## config.mk

```make
export PLATFORM = sky130hd
export DESIGN_NAME = mem_word_master
export DESIGN_NICKNAME = d
export VERILOG_FILES = /design/src/rtl/mem_word_master.sv
export SDC_FILE = /design/constraint.sdc
export NUM_CORES = 1
export LEC_CHECK = 0
export BUFFER_PORTS_ARGS = -buffer_cell sky130_fd_sc_hd__buf_4
export CAP_MARGIN = 20
export CORE_ASPECT_RATIO = 1.25
export CORE_MARGIN = 4
export CORE_UTILIZATION = 40
export DETAILED_ROUTE_END_ITERATION = 10
export MAX_ROUTING_LAYER = met4
export SLEW_MARGIN = 20
export SYNTH_ARGS = -nofsm -noshare
export SYNTH_HDL_FRONTEND = slang
export SYNTH_SLANG_ARGS = --single-unit
```

## constraint.sdc

```tcl
create_clock -name clk -period 5.8 [get_ports clk]
set_input_delay 0 -clock clk [delete_from_list [all_inputs] [get_ports clk]]
set_output_delay 0 -clock clk [all_outputs]
set_load 0.01 [all_outputs]
```

## src/rtl/mem_word_master.sv

```systemverilog
// mem_word_master: splits one 32-bit word load/store into four byte
// accesses on the 8-bit exmemory port and assembles load bytes into rdata.
// Ports: clk, reset (async, active high); req/we/addr/wdata request side;
// busy/done/rdata status and load result; adr/memwrite/writedata/memdata
// byte bus to exmemory.
// Optional: `define MEM_WORD_MASTER_BYTE_MASK_EN adds be[3:0] lane enables.
module mem_word_master #(
    parameter int WIDTH = 8
) (
    input  logic             clk,
    input  logic             reset,
    input  logic             req,
    input  logic             we,
    input  logic [WIDTH-1:0] addr,
    input  logic [31:0]      wdata,
`ifdef MEM_WORD_MASTER_BYTE_MASK_EN
    input  logic [3:0]       be,
`endif
    output logic             busy,
    output logic             done,
    output logic [31:0]      rdata,
    output logic [WIDTH-1:0] adr,
    output logic             memwrite,
    output logic [7:0]       writedata,
    input  logic [7:0]       memdata
);

    typedef enum logic [1:0] {
        IDLE = 2'd0,
        XFER = 2'd1,
        DONE = 2'd2
    } state_t;

    state_t           state_q, state_d;
    logic [1:0]       cnt_q, cnt_d;
    logic [1:0]       cnt_nx;
    logic [WIDTH-3:0] base_q, base_d;
    logic             we_q, we_d;
    logic [31:0]      wdata_q, wdata_d;
    logic [31:0]      rdata_q, rdata_d;
    logic             busy_q, busy_d;
    logic             done_q, done_d;
    logic [WIDTH-1:0] adr_q, adr_d;
    logic             mw_q, mw_d;
    logic [7:0]       wd_q, wd_d;
    logic [3:0]       be_acc;
    logic [3:0]       be_cur;
    logic             unused_addr_lsb;

    // Word aligned: the two low address bits are deliberately dropped.
    assign unused_addr_lsb = ^addr[1:0];

`ifdef MEM_WORD_MASTER_BYTE_MASK_EN
    logic [3:0] be_q, be_d;
    assign be_acc = be;
    assign be_cur = be_q;
`else
    assign be_acc = 4'hF;
    assign be_cur = 4'hF;
`endif

    assign cnt_nx = cnt_q + 2'd1;

    always_comb begin
        state_d = state_q;
        cnt_d   = cnt_q;
        base_d  = base_q;
        we_d    = we_q;
        wdata_d = wdata_q;
        rdata_d = rdata_q;
`ifdef MEM_WORD_MASTER_BYTE_MASK_EN
        be_d    = be_q;
`endif
        // Bus outputs are registered and idle at zero unless set below.
        busy_d  = 1'b0;
        done_d  = 1'b0;
        adr_d   = '0;
        mw_d    = 1'b0;
        wd_d    = 8'h00;
        unique case (state_q)
            IDLE: begin
                if (req) begin
                    state_d = XFER;
                    cnt_d   = 2'd0;
                    base_d  = addr[WIDTH-1:2];
                    we_d    = we;
                    wdata_d = wdata;
`ifdef MEM_WORD_MASTER_BYTE_MASK_EN
                    be_d    = be;
`endif
                    // Present lane 0 in the first byte cycle.
                    busy_d  = 1'b1;
                    adr_d   = {addr[WIDTH-1:2], 2'b00};
                    mw_d    = we & be_acc[0];
                    wd_d    = we ? wdata[7:0] : 8'h00;
                end
            end
            XFER: begin
                if (!we_q) begin
                    rdata_d[{cnt_q, 3'b000} +: 8] =
                        be_cur[cnt_q] ? memdata : 8'h00;
                end
                if (cnt_q == 2'd3) begin
                    state_d = DONE;
                    cnt_d   = 2'd0;
                    done_d  = 1'b1;
                end else begin
                    cnt_d  = cnt_nx;
                    busy_d = 1'b1;
                    adr_d  = {base_q, cnt_nx};
                    mw_d   = we_q & be_cur[cnt_nx];
                    wd_d   = we_q ? wdata_q[{cnt_nx, 3'b000} +: 8]
                                  : 8'h00;
                end
            end
            DONE: begin
                state_d = IDLE;
            end
            default: begin
                state_d = IDLE;
            end
        endcase
    end

    always_ff @(posedge clk or posedge reset) begin
        if (reset) begin
            state_q <= IDLE;
            cnt_q   <= 2'd0;
            base_q  <= '0;
            we_q    <= 1'b0;
            wdata_q <= 32'h0;
            rdata_q <= 32'h0;
            busy_q  <= 1'b0;
            done_q  <= 1'b0;
            adr_q   <= '0;
            mw_q    <= 1'b0;
            wd_q    <= 8'h00;
`ifdef MEM_WORD_MASTER_BYTE_MASK_EN
            be_q    <= 4'h0;
`endif
        end else begin
            state_q <= state_d;
            cnt_q   <= cnt_d;
            base_q  <= base_d;
            we_q    <= we_d;
            wdata_q <= wdata_d;
            rdata_q <= rdata_d;
            busy_q  <= busy_d;
            done_q  <= done_d;
            adr_q   <= adr_d;
            mw_q    <= mw_d;
            wd_q    <= wd_d;
`ifdef MEM_WORD_MASTER_BYTE_MASK_EN
            be_q    <= be_d;
`endif
        end
    end

    assign busy      = busy_q;
    assign done      = done_q;
    assign rdata     = rdata_q;
    assign adr       = adr_q;
    assign memwrite  = mw_q;
    assign writedata = wd_q;

endmodule

```

==> results.yml, run 1 <==
finish:
  drive_gt1_share_pct: 54.8
  layout_common_cells: "108 x buf_4, 94 x dfrtp_1, 72 x mux2_2"
  antennaDiodeCount: 0
  nets: 464
  layout_commonest_cell: "buf_4"
  layoutNonFillerInstCount: 538
  syn2layout_area_growth_pct: 36.6
timing:
  fin_skew_ns: 0.00534
  hold_viol: 0
  slew_headroom_pct: 35.3
  tightest_slew_ns: 0.971
  finalCritPeriodShare_pct: 46.8
  rsz0062_at_grt: "false"
  setup_viol: 0
  tns_ns: 0
  finalMaxSlewViolations: 0
  fin_crit_ns: 2.72
  fmax_ghz: 0.368
clock_tree:
  cts_tree: "yes"
  cts_buffers: 9
  cts_max_path_buffers: 2
  post_cts_buffers: 0
  clk_latency_ns: 0.33
  clk_pin_slew_worst_paths_ns: 0.06
  cts.sinks: 94
  htreeDepth: 3
  clock-root-buffer: "clkbuf_16"
route:
  totalWireLength_um: 9630
  via_per_inst: 5.13
  detail_route.iter0.violations: 75
  top_layer: "met4"
  vias: 2760
  m1WireLength_um: 4180
  first_pass_iters: 4
  drc: 0
  wl_met2_um: 4890
  wl_per_cell_um: 17.9
  antenna_left: 0
  met3WireLength_um: 487
critical_path:
  crit_path_end: "writedata[4]$_DFF_PP0_"
  cp-start-kind: "register"
  critical_path.max_fanout: 45
  worst_r2r_path_depth: 6
  r2r_end: "writedata[4]$_DFF_PP0_"
  r2r_slack_ns: 3.08
  r2r-start: "cnt_q[0]$_DFFE_PP0P_"
  worstSetupStartpoint: "cnt_q[0]$_DFFE_PP0P_"
  critPathCaptureType: "register"
  worstSetupPathType: "reg -> reg"
  arrival_ns: 2.93
  required_ns: 6.02
logic_synthesis:
  synth_nets: 330
  avgSynthCellArea_um2: 15.5
  synth-seq-cells: 94
  yosysSeqAreaShare_pct: 55.7
  netlist_instances: 272
  syn_area_um2: 4220
  ys_types: 21
  ys_warn_count: 0
grt:
  overflow: 0
  groute.usage.overall_pct: 16.9
  grt_pass1_vias: 2939
  grt_pass1_wl_um: 15500
  antenna_found_initial: 0
  grt_max_degree: 69
run_status:
  status: "complete, no violations"
flow_run:
  cap_violations: 0
power_and_ir_drop:
  switching_share_pct: 31.3
  p_int_mw: 1.98
  switching_power_uw: 899
  total_power_mw: 2.87
  p_seq_share_pct: 37.5
  p_per_area_nw_per_um2: 499
  vdd_drop_max_mv: 0.201
  comb_power_share_pct: 43.0
  power.share.clock_pct: 19.6
  p_leak_nw: 2.73
place:
  port_buffers: 100
  gp_congestion: 0.729
  dp_hpwl_um: 6140
  dp_cells: 484
floorplan:
  dieWidth_um: 99.9
  rows: 41
  io_pins: 103
  dieArea_um2: 12300
  die_h_um: 123
  initial_core_util_pct: 41.3
  core_area_um2: 10200
min_path:
  hp-class: "in -> reg"
==> metal layers <==
| metal | global-route usage (%) | up-vias |
|---|---|---|
| met1 | 21.4 | 1399 |
| li1 | - | 1284 |
| met2 | 27.7 | 71 |
| met5 | - | - |
| met3 | 3.64 | 6 |
| met4 | 4.61 | 0 |
==> final cells by class <==
| class | instances | area [µm²] |
|---|---|---|
| multi-input combinational | 150 | 1750 |
| clock buffer | 9 | 225 |
| tap | 129 | 161 |
| timing repair buffer | 148 | 1210 |
| clock inverter | 5 | 52.6 |
| inverter | 3 | 13.8 |
| fill | 868 | 4440 |
| sequential | 94 | 2350 |
==> cells in the mapped netlist, drive strengths merged <==
cell    number  area, µm²
buf         15        113
clkbuf      10       38.8
nor2b        1       6.26
a22o        15        131
and4bb      15        188
ha           6       75.1
nor3b        2       25.0
and2         4       25.0
or2          3       18.8
dfrtp       94       2350
nor4bb      15        150
o21bai       1       7.51
inv          3       11.3
and4b        8       80.1
mux2        72        811
mux4         8        188
==> state kept, by name, indices dropped and copies added (netlist names) <==
register and cells:
memwrite 1, adr 8, busy 1, state_q 2
writedata 8, base_q 6, done 1, rdata 32
cnt_q 2, we_q 1, wdata_q 32
==> worst min path at each step <==
stage | startpoint | to | depth (start not counted)
finish | req | cnt_q[1]$_DFFE_PP0P_ | 3
floorplan | wdata[6] | writedata[6]$_DFF_PP0_ | 1
CTS | req | cnt_q[1]$_DFFE_PP0P_ | 3
global route | req | cnt_q[1]$_DFFE_PP0P_ | 3
global placement | reset | rdata[4]$_DFFE_PP0P_ | 2
detailed placement | reset | rdata[4]$_DFFE_PP0P_ | 2
==> critical path: stages (launching register included) <==
cell,delay [ns]
dfrtp_1,0.32
buf_4,0.40
inv_1,0.18
ha_1,0.55
buf_4,0.41
mux4_2,0.55
a22o_1,0.19
==> through the flow <==
stage | util (%) | hold WS, ns | area [µm²] | worst slack (ns)
6_report | 56.5 | 0.0745 | 5760 | 3.08
5_1_grt | 56.5 | 0.0770 | 5760 | 2.89
4_1_cts | 56.4 | 0.0525 | 5760 | 3.06
3_5_place_dp | 49.7 | 0.00670 | 5080 | 3.06
3_3_place_gp | 49.7 | 0.00620 | 5070 | 3.08
2_1_floorplan | - | 0.133 | 4220 | 3.35
==> power by group through the flow <==
stage	Sequential [mW]	Clock, mW	Combinational (mW)
2_1_floorplan	1.11	0	0.831
6_report	1.08	0.563	1.23
3_5_place_dp	1.09	0	1.23
5_1_grt	1.12	0.609	1.35
3_3_place_gp	1.08	0	1.21
4_1_cts	1.08	0.582	1.25
==> timing repair <==
action                                 CTS  global route
resized for setup                        0             0
endpoints found under the hold margin   79             0
hold buffers                            40             0
==> logic make-up after synthesis <==
logic type / synth area share (%)
compound gates: 3.29
mux: 23.7
buf+inv: 3.85
simple gates: 11.7
flops: 55.7
fa+ha+maj: 1.78
Power figures use the tool's default switching activity.
==> run 2: changes to the inputs <==
--- a/config.mk
+++ b/config.mk
@@ -12,6 +12,7 @@
 export CORE_UTILIZATION = 40
 export DETAILED_ROUTE_END_ITERATION = 10
 export MAX_ROUTING_LAYER = met4
+export PLACE_DENSITY = 0.65
 export SLEW_MARGIN = 20
 export SYNTH_ARGS = -nofsm -noshare
 export SYNTH_HDL_FRONTEND = slang
==> constraint.sdc (replaced) <==
create_clock -name clk -period 2.2 [get_ports clk]
set_input_delay 0 -clock clk [delete_from_list [all_inputs] [get_ports clk]]
set_output_delay 0 -clock clk [all_outputs]
set_load 0.01 [all_outputs]
==> run 2 against run 1 <==
Compared with the run above:
- critical path depth is 1 lower
- register-to-register slack got worse by 2.8 ns
- worst setup slack got worse by 2.8 ns
- maximum frequency is 42% higher
- utilization grew 0.37 points
==> results.yml, run 2 (synthesized netlist as in run 1, its figures left out) <==
route:
  drc: 0
  totalWireLength_um: 9470
  detail_route.iter0.violations: 70
  antenna_left: 0
  first_pass_iters: 4
  via_per_inst: 5.03
  wl_per_cell_um: 17.4
  vias: 2742
grt:
  overflow: 0
  groute.usage.overall_pct: 17.0
  antenna_found_initial: 0
  grt_pass1_vias: 3088
  grt_pass1_wl_um: 15600
  grt_max_degree: 95
clock_tree:
  clk_latency_ns: 0.33
  cts.sinks: 94
  clock-root-buffer: "clkbuf_16"
  post_cts_buffers: 0
  ctsHoldBuffers: 40
  cts_buffers: 9
  cts_resized: 0
  cts_max_path_buffers: 2
  clk_pin_slew_worst_paths_ns: 0.06
  htreeDepth: 3
  cts_tree: "yes"
floorplan:
  dieArea_um2: 12300
  core_area_um2: 10200
  io_pins: 103
  dieWidth_um: 99.9
  die_h_um: 123
  initial_core_util_pct: 41.3
  rows: 41
finish:
  layout_common_cells: "111 x buf_4, 94 x dfrtp_1, 72 x mux2_2"
  syn2layout_area_growth_pct: 37.5
  layout_commonest_cell: "buf_4"
  nets: 469
  fin_util_pct: 56.8
  antennaDiodeCount: 0
  drive_gt1_share_pct: 55.0
critical_path:
  crit_path_end: "writedata[0]$_DFF_PP0_"
  worst_r2r_path_depth: 5
  cp.depth: 5
  crit_family: "multiplexers"
  r2r_slack_ns: 0.29
  cp-start-kind: "register"
  critical_path.max_fanout: 10
  critPathCaptureType: "register"
  crit_path_max_incr_delay_ns: 0.57
  r2r_end: "writedata[0]$_DFF_PP0_"
  path_cells: "inv_1, ha_1, buf_4, mux4_1, a22o_1"
  arrival_ns: 2.14
  worstSetupPathType: "reg -> reg"
  required_ns: 2.43
  r2r-start: "cnt_q[1]$_DFFE_PP0P_"
  cp_slowest_cell: "mux4_1"
  critPathBufInv: 2
  worstSetupStartpoint: "cnt_q[1]$_DFFE_PP0P_"
flow_run:
  cap_violations: 0
timing:
  tns_ns: 0
  fin_crit_ns: 1.91
  fin_skew_ns: 0.00450
  tightest_slew_ns: 0.595
  hold_viol: 0
  slew_headroom_pct: 60.1
  setup_viol: 0
  fmax_ghz: 0.522
  rsz0062_at_grt: "false"
  finalCritPeriodShare_pct: 87.0
  finalMaxSlewViolations: 0
place:
  gp_congestion: 0.768
  dp_hpwl_um: 6160
  port_buffers: 100
power_and_ir_drop:
  vdd_drop_max_mv: 0.517
  p_per_area_nw_per_um2: 1300
  p_leak_nw: 2.76
min_path:
  hp-class: "in -> reg"
  min_path_cells: 3
run_status:
  status: "complete, no violations"
## run 2: cell count changes in the layout (fill, tap and decap cells not counted)
| cell | delta |
|---|---|
| clkbuf_8 | +1 |
| nor4bb_1 | +1 |
| buf_12 | +2 |
| nor4bb_2 | +1 |
| bufinv_16 | -1 |
| buf_4 | +3 |
| inv_4 | -1 |
| inv_6 | +2 |
| nor4bb_4 | -2 |
| clkbuf_1 | +1 |
## run 2: layout make-up
type	count	area, µm²
Sequential cell	94	2350
Inverter	3	15.0
Clock buffer	11	243
Clock inverter	5	32.5
Tap cell	129	161
Timing Repair Buffer	153	1270
Multi-Input combinational cell	150	1720
Fill cell	852	4410
## run 2: layer usage
| layer | wire length [µm] | up-vias | global-route usage (%) |
|---|---|---|---|
| met4 | 197 | 0 | 6.49 |
| met2 | 4760 | 83 | 27.3 |
| met5 | 0 | - | - |
| met1 | 4100 | 1349 | 21.6 |
| met3 | 412 | 14 | 3.13 |
| li1 | - | 1296 | - |
## run 2: worst min-delay path by stage
stage	startpoint	end	slack [ns]
finish	req	cnt_q[1]$_DFFE_PP0P_	0.06
global route	req	cnt_q[1]$_DFFE_PP0P_	0.07
CTS	req	cnt_q[1]$_DFFE_PP0P_	0.04
detailed placement	reset	rdata[19]$_DFFE_PP0P_	0.19
global placement	reset	rdata[19]$_DFFE_PP0P_	0.19
floorplan	wdata[6]	writedata[6]$_DFF_PP0_	0.13
## run 2: through the flow
| step | total power, mW | hold slack, ns | std cells | setup slack, ns | area, µm² |
|---|---|---|---|---|---|
| after global routing | 8.10 | 0.0733 | 545 | 0.137 | 5800 |
| final | 7.57 | 0.0555 | 545 | 0.286 | 5800 |
| after CTS | 7.68 | 0.0415 | 545 | 0.249 | 5800 |
| after detailed placement | 6.16 | 0.188 | 489 | 0.265 | 5130 |
| after floorplan | 5.11 | 0.133 | 272 | 0.0606 | 4220 |
| after global placement | 6.06 | 0.188 | 489 | 0.329 | 5130 |
## run 2: tightest hold or removal path, cell delays in order
cell and delay [ns]:
buf_4 0.10, o21bai_1 0.08, a22o_1 0.18
## run 2: power by group
part	leakage, nW	switching (mW)	internal (mW)
clock	0.140	0.642	0.799
sequential	1.19	0.383	2.45
combinational	1.42	1.36	1.93
==> run 3: changes to the inputs <==
--- a/config.mk
+++ b/config.mk
@@ -12,7 +12,6 @@
 export CORE_UTILIZATION = 40
 export DETAILED_ROUTE_END_ITERATION = 10
 export MAX_ROUTING_LAYER = met4
-export PLACE_DENSITY = 0.65
 export SLEW_MARGIN = 20
 export SYNTH_ARGS = -nofsm -noshare
 export SYNTH_HDL_FRONTEND = slang
==> constraint.sdc (replaced) <==
create_clock -name clk -period 2.35 [get_ports clk]
set_input_delay 0 -clock clk [delete_from_list [all_inputs] [get_ports clk]]
set_output_delay 0 -clock clk [all_outputs]
set_load 0.01 [all_outputs]
==> run 3 against run 2 <==
Compared with the run above:
- clock skew is 0.00076 ns higher
- combinational power is 5% lower
- hold slack better by 0.017 ns
- clock power is 6% lower
- critical path type unchanged
- maximum frequency is 1.1% lower
- worst setup slack better by 0.13 ns
==> results.yml, run 3 (synthesized netlist as in run 1, its figures left out) <==
route:
  first_pass_iters: 4
  wl_per_cell_um: 17.3
  vias: 2764
  drc: 0
  antenna_left: 0
  detail_route.iter0.violations: 108
  top_layer: "met4"
  totalWireLength_um: 9450
  met3WireLength_um: 510
  via_per_inst: 5.06
  m1WireLength_um: 3910
  wl_met2_um: 4900
floorplan:
  rows: 41
  io_pins: 103
  initial_core_util_pct: 41.3
  dieWidth_um: 99.9
  core_area_um2: 10200
  die_h_um: 123
  dieArea_um2: 12300
grt:
  groute.usage.overall_pct: 16.5
  overflow: 0
  grt_pass1_wl_um: 15300
  grt_max_degree: 45
  antenna_found_initial: 0
  grt_pass1_vias: 3015
finish:
  drive_gt1_share_pct: 55.2
  antennaDiodeCount: 0
  nets: 470
  layout_commonest_cell: "buf_4"
  syn2layout_area_growth_pct: 38.2
  layout_common_cells: "111 x buf_4, 94 x dfrtp_1, 72 x mux2_2"
timing:
  hold_viol: 0
  rsz0062_at_grt: "false"
  finalMaxSlewViolations: 0
  fin_crit_ns: 1.94
  tightest_slew_ns: 0.755
  tns_ns: 0
  finalCritPeriodShare_pct: 82.4
  fmax_ghz: 0.517
  fin_skew_ns: 0.00526
  slew_headroom_pct: 49.5
  setup_viol: 0
clock_tree:
  cts_tree: "yes"
  clk_latency_ns: 0.33
  htreeDepth: 3
  clk_pin_slew_worst_paths_ns: 0.06
  cts_buffers: 9
  cts_max_path_buffers: 2
  post_cts_buffers: 0
  cts.sinks: 94
  clock-root-buffer: "clkbuf_16"
critical_path:
  cp-start-kind: "register"
  worstSetupPathType: "reg -> reg"
  arrival_ns: 2.15
  critical_path.max_fanout: 6
  worstSetupStartpoint: "cnt_q[1]$_DFFE_PP0P_"
  r2r-start: "cnt_q[1]$_DFFE_PP0P_"
  critPathCaptureType: "register"
  required_ns: 2.57
power_and_ir_drop:
  p_seq_share_pct: 37.2
  power.share.clock_pct: 19.1
  comb_power_share_pct: 43.7
  p_int_mw: 4.91
  p_per_area_nw_per_um2: 1220
  p_leak_nw: 2.77
  switching_power_mw: 2.21
  switching_share_pct: 31.0
  total_power_mw: 7.12
  vdd_drop_max_mv: 0.630
min_path:
  hold_start: "req"
  hp-class: "in -> reg"
place:
  gp_congestion: 0.742
  dp_hpwl_um: 6310
  port_buffers: 100
flow_run:
  cap_violations: 0
run_status:
  status: "complete, no violations"
run 3: final timing paths:
path                                           to  slack, ns  cells past startpoint
max                        writedata[0]$_DFF_PP0_       0.41                      5
min                          cnt_q[1]$_DFFE_PP0P_       0.07                      3
max reg2reg                writedata[0]$_DFF_PP0_       0.41                      5
min reg2reg                      adr[6]$_DFF_PP0_       0.48                      1
max in group asynchronous  wdata_q[3]$_DFFE_PP0P_       1.38                      4
min in group asynchronous   base_q[5]$_DFFE_PP0P_       0.36                      3
run 3: layout make-up:
type	count	area, µm²
well taps	129	161
multi-input cells	150	1730
flip-flops and latches	94	2350
fillers	863	4380
clock buffers	13	260
inverters	3	15.0
clock inverters	3	18.8
repair buffers	154	1290
run 3: metrics by stage:
step	std cells	instance area [µm²]	hold WS [ns]	utilization, %	setup slack (ns)
2_1_floorplan	272	4220	0.133	-	0.211
3_3_place_gp	490	5150	0.171	50.5	0.434
3_5_place_dp	490	5150	0.178	50.5	0.388
4_1_cts	546	5830	0.0597	57.1	0.390
5_1_grt	546	5830	0.0790	57.1	0.298
6_report	546	5830	0.0722	57.1	0.415
run 3: critical path: stages (launching register included):
cell and delay [ns]:
dfrtp_1 0.42, inv_1 0.11, ha_1 0.35, buf_4 0.19
mux4_1 0.55, a22o_1 0.20
run 3: layer usage:
layer | vias up | track usage (%)
li1 | 1303 | -
met1 | 1379 | 20.2
met2 | 72 | 27.3
met3 | 10 | 3.30
met4 | 0 | 5.64
met5 | - | -
run 3: repair_timing:
action | 4_1_cts | 5_1_grt
gates resized for setup | 0 | 0
hold buffers | 40 | 0
endpoints found under the hold margin | 83 | 0
run 3: power groups by stage:
stage | Sequential, mW | Clock, mW | Combinational [mW]
after global routing | 2.73 | 1.47 | 3.41
after detailed placement | 2.69 | 0 | 3.13
final | 2.65 | 1.36 | 3.11
after CTS | 2.66 | 1.40 | 3.19
after global placement | 2.66 | 0 | 3.09
after floorplan | 2.73 | 0 | 2.05
